<file path="config.mk">
export PLATFORM = sky130hd
export DESIGN_NAME = sr_mc_control
export DESIGN_NICKNAME = d
export VERILOG_FILES = /design/src/rtl/sr_mc_control_pkg.sv /design/src/rtl/sr_mc_alu_dec.sv /design/src/rtl/sr_mc_control.sv
export SDC_FILE = /design/constraint.sdc
export NUM_CORES = 1
export LEC_CHECK = 0
export CORE_UTILIZATION = 37
export CTS_CLUSTER_DIAMETER = 30
export CTS_CLUSTER_SIZE = 20
export DETAILED_ROUTE_END_ITERATION = 10
export GPL_TIMING_DRIVEN = 0
export PLACE_DENSITY = 0.76
export SLEW_MARGIN = 20
export SYNTH_ARGS = -nofsm -noshare
export SYNTH_HDL_FRONTEND = slang
export SYNTH_HIERARCHICAL = 1
export SYNTH_SLANG_ARGS = --single-unit
</file>
<file path="constraint.sdc">
create_clock -name clk -period 1.6 [get_ports clk]
set_input_delay 0.32 -clock clk [delete_from_list [all_inputs] [get_ports clk]]
set_output_delay 0.32 -clock clk [all_outputs]
set_load 0.01 [all_outputs]
</file>
<file path="src/rtl/sr_mc_control_pkg.sv">
// Shared encodings for the multicycle schoolRISCV control unit: ALU codes,
// RISC-V opcode/funct fields, datapath select values and the FSM state type.
package sr_mc_control_pkg;

   localparam logic [2:0] ALU_ADD  = 3'b000;
   localparam logic [2:0] ALU_OR   = 3'b001;
   localparam logic [2:0] ALU_SRL  = 3'b010;
   localparam logic [2:0] ALU_SLTU = 3'b011;
   localparam logic [2:0] ALU_SUB  = 3'b100;
   localparam logic [2:0] ALU_SLT  = 3'b101;

   localparam logic [6:0] RVOP_OP     = 7'b0110011;
   localparam logic [6:0] RVOP_OPIMM  = 7'b0010011;
   localparam logic [6:0] RVOP_LOAD   = 7'b0000011;
   localparam logic [6:0] RVOP_STORE  = 7'b0100011;
   localparam logic [6:0] RVOP_BRANCH = 7'b1100011;
   localparam logic [6:0] RVOP_LUI    = 7'b0110111;

   localparam logic [2:0] RVF3_ADD  = 3'b000;
   localparam logic [2:0] RVF3_OR   = 3'b110;
   localparam logic [2:0] RVF3_SRL  = 3'b101;
   localparam logic [2:0] RVF3_SLTU = 3'b011;
   localparam logic [2:0] RVF3_SLT  = 3'b010;
   localparam logic [2:0] RVF3_BEQ  = 3'b000;
   localparam logic [2:0] RVF3_BNE  = 3'b001;
   localparam logic [2:0] RVF3_BLT  = 3'b100;
   localparam logic [2:0] RVF3_BGE  = 3'b101;

   localparam logic [6:0] RVF7_ZERO = 7'b0000000;
   localparam logic [6:0] RVF7_SUB  = 7'b0100000;

   localparam logic [1:0] SRCA_PC    = 2'b00;
   localparam logic [1:0] SRCA_OLDPC = 2'b01;
   localparam logic [1:0] SRCA_RS1   = 2'b10;

   localparam logic [1:0] SRCB_RS2  = 2'b00;
   localparam logic [1:0] SRCB_IMM  = 2'b01;
   localparam logic [1:0] SRCB_FOUR = 2'b10;

   localparam logic [1:0] RES_ALUOUT = 2'b00;
   localparam logic [1:0] RES_MEM    = 2'b01;
   localparam logic [1:0] RES_ALU    = 2'b10;
   localparam logic [1:0] RES_IMM    = 2'b11;

   typedef enum logic [3:0] {
      S_FETCH,
      S_DECODE,
      S_EXEC_R,
      S_EXEC_I,
      S_ALUWB,
      S_MEMADR,
      S_MEMRD,
      S_MEMWB,
      S_MEMWR,
      S_BRANCH,
      S_LUI,
      S_TRAP
   } state_t;

endpackage

</file>
<file path="src/rtl/sr_mc_alu_dec.sv">
// Instruction-field to ALU-operation decoder with a legality flag; used both
// when deciding the decode-stage trap and when driving EXEC/BRANCH ALU codes.
module sr_mc_alu_dec
   import sr_mc_control_pkg::*;
(
   input  logic [6:0] cmd_op,
   input  logic [2:0] cmd_f3,
   input  logic [6:0] cmd_f7,
   output logic [2:0] alu_control,
   output logic       legal
);

   always_comb begin
      alu_control = ALU_ADD;
      legal       = 1'b1;
      case (cmd_op)
         RVOP_OP: begin
            case (cmd_f3)
               RVF3_ADD: begin
                  if (cmd_f7 == RVF7_ZERO)     alu_control = ALU_SUB ^ ALU_SUB;
                  else if (cmd_f7 == RVF7_SUB) alu_control = ALU_SUB;
                  else                         legal       = 1'b0;
               end
               RVF3_OR:   alu_control = ALU_OR;
               RVF3_SRL: begin
                  if (cmd_f7 == RVF7_ZERO) alu_control = ALU_SRL;
                  else                     legal       = 1'b0;
               end
               RVF3_SLTU: alu_control = ALU_SLTU;
               RVF3_SLT:  alu_control = ALU_SLT;
               default:   legal       = 1'b0;
            endcase
         end
         RVOP_OPIMM: begin
            case (cmd_f3)
               RVF3_ADD:  alu_control = ALU_ADD;
               RVF3_OR:   alu_control = ALU_OR;
               RVF3_SLTU: alu_control = ALU_SLTU;
               RVF3_SLT:  alu_control = ALU_SLT;
               RVF3_SRL: begin
                  if (cmd_f7 == RVF7_ZERO) alu_control = ALU_SRL;
                  else                     legal       = 1'b0;
               end
               default:   legal       = 1'b0;
            endcase
         end
         RVOP_BRANCH: begin
            case (cmd_f3)
               RVF3_BEQ, RVF3_BNE: alu_control = ALU_SUB;
               RVF3_BLT, RVF3_BGE: alu_control = ALU_SLT;
               default:            legal       = 1'b0;
            endcase
         end
         RVOP_LOAD, RVOP_STORE, RVOP_LUI: alu_control = ALU_ADD;
         default: legal = 1'b0;
      endcase
   end

endmodule

</file>
<file path="src/rtl/sr_mc_control.sv">
// Multicycle schoolRISCV control FSM. Memory handshake: memReq with its
// adrSrc/memWe selects is held until the cycle memReady=1, which completes
// exactly one transfer; memReady outside a request state is ignored.
module sr_mc_control
   import sr_mc_control_pkg::*;
(
   input  logic       clk,
   input  logic       rst,
   input  logic [6:0] cmdOp,
   input  logic [2:0] cmdF3,
   input  logic [6:0] cmdF7,
   input  logic       aluZero,
   input  logic       aluSlt,
   input  logic       memReady,
   output logic       memReq,
   output logic       memWe,
   output logic       adrSrc,
   output logic       irWrite,
   output logic       pcWrite,
   output logic       regWrite,
   output logic [1:0] aluSrcA,
   output logic [1:0] aluSrcB,
   output logic [1:0] resultSrc,
   output logic [2:0] aluControl,
   output logic       illegal,
   output logic       instrDone
);

   state_t     state_q, state_d;
   logic       illegal_q, illegal_d;
   logic [2:0] dec_alu;
   logic       dec_legal;
   logic       br_taken;

   sr_mc_alu_dec u_alu_dec (
      .cmd_op      (cmdOp),
      .cmd_f3      (cmdF3),
      .cmd_f7      (cmdF7),
      .alu_control (dec_alu),
      .legal       (dec_legal)
   );

   always_comb begin
      state_d    = state_q;
      illegal_d  = illegal_q;
      br_taken   = 1'b0;
      memReq     = 1'b0;
      memWe      = 1'b0;
      adrSrc     = 1'b0;
      irWrite    = 1'b0;
      pcWrite    = 1'b0;
      regWrite   = 1'b0;
      instrDone  = 1'b0;
      aluSrcA    = SRCA_PC;
      aluSrcB    = SRCB_RS2;
      resultSrc  = RES_ALUOUT;
      aluControl = ALU_ADD;

      case (state_q)
         S_FETCH: begin
            memReq    = 1'b1;
            aluSrcB   = SRCB_FOUR;
            resultSrc = RES_ALU;
            if (memReady) begin
               irWrite = 1'b1;
               pcWrite = 1'b1;
               state_d = S_DECODE;
            end
         end
         S_DECODE: begin
            aluSrcA = SRCA_OLDPC;
            aluSrcB = SRCB_IMM;
            if (!dec_legal) state_d = S_TRAP;
            else begin
               case (cmdOp)
                  RVOP_OP:                state_d = S_EXEC_R;
                  RVOP_OPIMM:             state_d = S_EXEC_I;
                  RVOP_LOAD, RVOP_STORE:  state_d = S_MEMADR;
                  RVOP_BRANCH:            state_d = S_BRANCH;
                  RVOP_LUI:               state_d = S_LUI;
                  default:                state_d = S_TRAP;
               endcase
            end
         end
         S_EXEC_R: begin
            aluSrcA    = SRCA_RS1;
            aluSrcB    = SRCB_RS2;
            aluControl = dec_alu;
            state_d    = S_ALUWB;
         end
         S_EXEC_I: begin
            aluSrcA    = SRCA_RS1;
            aluSrcB    = SRCB_IMM;
            aluControl = dec_alu;
            state_d    = S_ALUWB;
         end
         S_ALUWB: begin
            resultSrc = RES_ALUOUT;
            regWrite  = 1'b1;
            instrDone = 1'b1;
            state_d   = S_FETCH;
         end
         S_MEMADR: begin
            aluSrcA = SRCA_RS1;
            aluSrcB = SRCB_IMM;
            state_d = (cmdOp == RVOP_STORE) ? S_MEMWR : S_MEMRD;
         end
         S_MEMRD: begin
            memReq = 1'b1;
            adrSrc = 1'b1;
            if (memReady) state_d = S_MEMWB;
         end
         S_MEMWB: begin
            resultSrc = RES_MEM;
            regWrite  = 1'b1;
            instrDone = 1'b1;
            state_d   = S_FETCH;
         end
         S_MEMWR: begin
            memReq = 1'b1;
            memWe  = 1'b1;
            adrSrc = 1'b1;
            if (memReady) begin
               instrDone = 1'b1;
               state_d   = S_FETCH;
            end
         end
         S_BRANCH: begin
            aluSrcA    = SRCA_RS1;
            aluSrcB    = SRCB_RS2;
            resultSrc  = RES_ALUOUT;
            aluControl = dec_alu;
            // f3[2] picks the flag, f3[0] inverts the sense (BNE/BGE)
            br_taken   = (cmdF3[2] ? aluSlt : aluZero) ^ cmdF3[0];
            pcWrite    = br_taken;
            instrDone  = 1'b1;
            state_d    = S_FETCH;
         end
         S_LUI: begin
            resultSrc = RES_IMM;
            regWrite  = 1'b1;
            instrDone = 1'b1;
            state_d   = S_FETCH;
         end
         S_TRAP:  state_d = S_TRAP;
         default: state_d = S_TRAP;
      endcase

      if (state_d == S_TRAP) illegal_d = 1'b1;

      // Reset is asynchronous, so the strobes must drop in the same cycle.
      if (rst) begin
         memReq     = 1'b0;
         memWe      = 1'b0;
         adrSrc     = 1'b0;
         irWrite    = 1'b0;
         pcWrite    = 1'b0;
         regWrite   = 1'b0;
         instrDone  = 1'b0;
         aluSrcA    = SRCA_PC;
         aluSrcB    = SRCB_RS2;
         resultSrc  = RES_ALUOUT;
         aluControl = ALU_ADD;
      end
   end

   always_ff @(posedge clk or posedge rst) begin
      if (rst) begin
         state_q   <= S_FETCH;
         illegal_q <= 1'b0;
      end else begin
         state_q   <= state_d;
         illegal_q <= illegal_d;
      end
   end

   assign illegal = illegal_q;

endmodule
</file>
==> impl_metrics.env <==
export IMPL_grt_remaining_overflow=0
export IMPL_synth_xor_area_share_pct=1.05
export IMPL_row_count=16
export IMPL_cp_arrival_ns=2.56
export IMPL_violations="setup timing"
export IMPL_syn_area_um2=831
export IMPL_wire_per_inst_um=18.2
export IMPL_synthMuxAreaShare_pct=3.61
export IMPL_antenna_found_initial=0
export IMPL_clock_path_buffers=2
export IMPL_max_cap_violations=0
export IMPL_yosysMostFrequentCell="nor2_1"
export IMPL_instances_no_fill=217
export IMPL_ys_seq_area_share_pct=15.1
export IMPL_grt_use_total_pct=25.5
export IMPL_grt_max_degree=11
export IMPL_ys_warn_count=6
export IMPL_tritoncts="done"
export IMPL_cts_sinks=5
export IMPL_synth_commonest_cells="nor2_1 (11), nor3_1 (8)"
export IMPL_utilization_pct=86.5
export IMPL_finalSetupViolCount=21
export IMPL_min_period_ns=2.41
export IMPL_drt_pass1_iter_count=4
export IMPL_grt_pass1_wl_um=4870
export IMPL_holdBufCountCts=0
export IMPL_routabilityCongestion=0.795
export IMPL_fin_crit_sh_pct=150
export IMPL_drv_slew=0
export IMPL_avgSynthCellArea_um2=7.29
export IMPL_crit_fanout=2
export IMPL_cp_end_kind="flop"
export IMPL_synth_area_leaders="dfrtp_1 (15%), nor2_1 (5.0%), nor3_1 (4.8%)"
export IMPL_drtIter0Drc=41
export IMPL_via_per_inst=5.93
export IMPL_synth_top_area_share_pct=15.1
export IMPL_drive_above_1_share_pct=65.3
export IMPL_dr_total_vias=1287
export IMPL_power_density_nw_per_um2=1590
export IMPL_start_kind="input port"
export IMPL_ios=39
export IMPL_path_class="in -> reg"
export IMPL_finalClockSkew_ns=0.0169
export IMPL_wirelength_um=3950
export IMPL_post_route_drc_count=0
export IMPL_synth_fa_ha_area_share_pct=0
export IMPL_final_area_um2=1770
export IMPL_drtAntennaViolNets=0
export IMPL_grt_pass1_vias=1086
export IMPL_cts_made_buffers=3
export IMPL_hold_viol=0
export IMPL_place_detailed_hpwl_um=1960
export IMPL_worst_slew_pin_slew_ns=0.330
export IMPL_max_freq_ghz=0.416
export IMPL_synthSimpleGateAreaFrac_pct=47.6
export IMPL_core_area_um2=2040
export IMPL_p_leak_nw=0.782
export IMPL_syn_num_nets=136
export IMPL_area_growth_pct=112
export IMPL_placed_area_um2=1280
export IMPL_required_ns=1.75
export IMPL_cts_root_buf="clkbuf_4"
export IMPL_holdCritPathClass="in -> async"
export IMPL_async_flop_share_pct=100
export IMPL_dieWidth_um=49.4
export IMPL_rsz0062_at_grt="true"
export IMPL_slew_headroom_pct=77.8
export IMPL_ys_seq_elements=5
export IMPL_yosys_area_top_type="dfrtp_1"
export IMPL_synth_cell_types=49
export IMPL_cts_htree_levels=1
export IMPL_clk_pin_slew_ns=0.06
export IMPL_vdd_ir_drop_max_v=0.00129
export IMPL_start_util_pct=40.7
export IMPL_nets=213
export IMPL_synth_main_ff_cell="dfrtp_1"
export IMPL_clock_latency_ns=0.28
export IMPL_synth_compound_area_share_pct=27.7
export IMPL_die_h_um=49.4
export IMPL_synth_top_family_by_area="simple AND/OR/NAND/NOR gates"
export IMPL_synthCells=114
export IMPL_dpl_cell_count=178
export IMPL_portBuffers=37
export IMPL_setup_ws_ns=-0.806
export IMPL_die_area_um2=2440
export IMPL_status="finished with violations"
export IMPL_diodes=0
export IMPL_synth_edf_count=0
## critical path, stage by stage
cell and delay (ns):
buf_6 0.09, or4_4 0.53, o31a_1 0.32, o221ai_4 0.17, or4b_4 0.50, o311ai_2 0.21
nand4_1 0.18, a31o_1 0.22
## path summary, 6_finish.rpt
| check | startpoint | to | slack, ns | cells past startpoint |
|---|---|---|---|---|
| worst max-delay path | cmdF7[5] | illegal$_DFFE_PP0N_ | -0.81 | 8 |
| worst min-delay path | rst | state_q[0]$_DFF_PP0_ | 0.12 | 2 |
| worst max register to register | state_q[0]$_DFF_PP0_ | illegal$_DFFE_PP0N_ | -0.45 | 10 |
| worst min register to register | illegal$_DFFE_PP0N_ | illegal$_DFFE_PP0N_ | 0.49 | 1 |
| max in group asynchronous | rst | state_q[3]$_DFF_PP0_ | 1.27 | 2 |
| min in group clk | cmdOp[3] | state_q[0]$_DFF_PP0_ | 0.46 | 3 |
## logic make-up after synthesis
kind of cell | after synthesis
and+or+nand+nor | 63
xor gates and xnor gates | 1
muxes | 3
DFF | 5
buffers and inverters | 10
AOI/OAI and AO/OA | 32
## cell type report
| cell class | count | area, um2 |
|---|---|---|
| Fill cell | 94 | 277 |
| Sequential cell | 5 | 129 |
| Tap cell | 27 | 33.8 |
| Timing Repair Buffer | 72 | 576 |
| Inverter | 3 | 11.3 |
| Clock buffer | 4 | 26.3 |
| Buffer | 7 | 72.6 |
| Multi-Input combinational cell | 99 | 917 |
## sequential cells by signal, summed over array words and instances, names as in the netlist
| signal | cells |
|---|---|
| state_q | 4 |
| illegal | 1 |
## timing repair
action	CTS	global route
gates resized for setup	133	62
endpoints found under the setup margin	21	21
setup buffers	10	26
pin swaps	20	24
## layout by cell type (no fill, tap or decap), types with 2 or more instances in the layout
master	Yosys	routed
nand2_1	6	5
nor2_4	0	2
nor4_1	2	2
a211oi_2	0	2
nor2_1	11	6
nor2b_4	0	2
dfrtp_1	5	2
buf_2	3	20
nor3_4	0	2
clkdlybuf4s50_1	0	4
clkdlybuf4s15_1	0	2
buf_8	0	2
buf_6	0	21
o21ai_0	3	2
nor3_1	8	3
or4b_4	1	2
buf_4	0	22
nor2b_1	6	4
nand2b_4	0	3
a21oi_1	6	2
mux2i_1	3	3
nor3_2	0	3
nor3b_1	3	2
dlygate4sd2_1	0	2
o21bai_1	2	2
clkbuf_4	0	3
or4_4	1	2
nor2_2	0	3
dfrtp_2	0	3
a21oi_2	0	4
inv_1	3	3
and2_4	0	3
and2_1	6	3
clkbuf_2	0	5
o21ai_1	2	2
## layer usage
| layer | global-route usage, % | share of wire, % | up-vias |
|---|---|---|---|
| met2 | 45.9 | 50 | 85 |
| met1 | 29.9 | 41 | 610 |
| met5 | 0 | 0 | - |
| met4 | 11.0 | 2.2 | 0 |
| met3 | 3.12 | 7.5 | 8 |
| li1 | - | - | 584 |
## where the power goes
| part | internal [mW] | total (mW) | switching (mW) |
|---|---|---|---|
| Combinational | 1.26 | 2.36 | 1.10 |
| Clock | 0.0963 | 0.178 | 0.0822 |
| Sequential | 0.183 | 0.261 | 0.0775 |
| Total | 1.54 | 2.80 | 1.26 |
## through the flow
| step | setup WS (ns) | total power [mW] | hold slack [ns] | TNS [ns] |
|---|---|---|---|---|
| 4_1_cts | -0.845 | 1.91 | 0.114 | -8.21 |
| 2_1_floorplan | -0.799 | 1.03 | 0.290 | -2.83 |
| 6_report | -0.806 | 2.80 | 0.122 | -9.09 |
| 3_3_place_gp | -1.43 | 1.40 | 0.344 | -14.13 |
| 3_5_place_dp | -1.47 | 1.43 | 0.365 | -14.72 |
| 5_1_grt | -0.861 | 2.91 | 0.146 | -10.01 |
(Power assumes the default switching activity.)
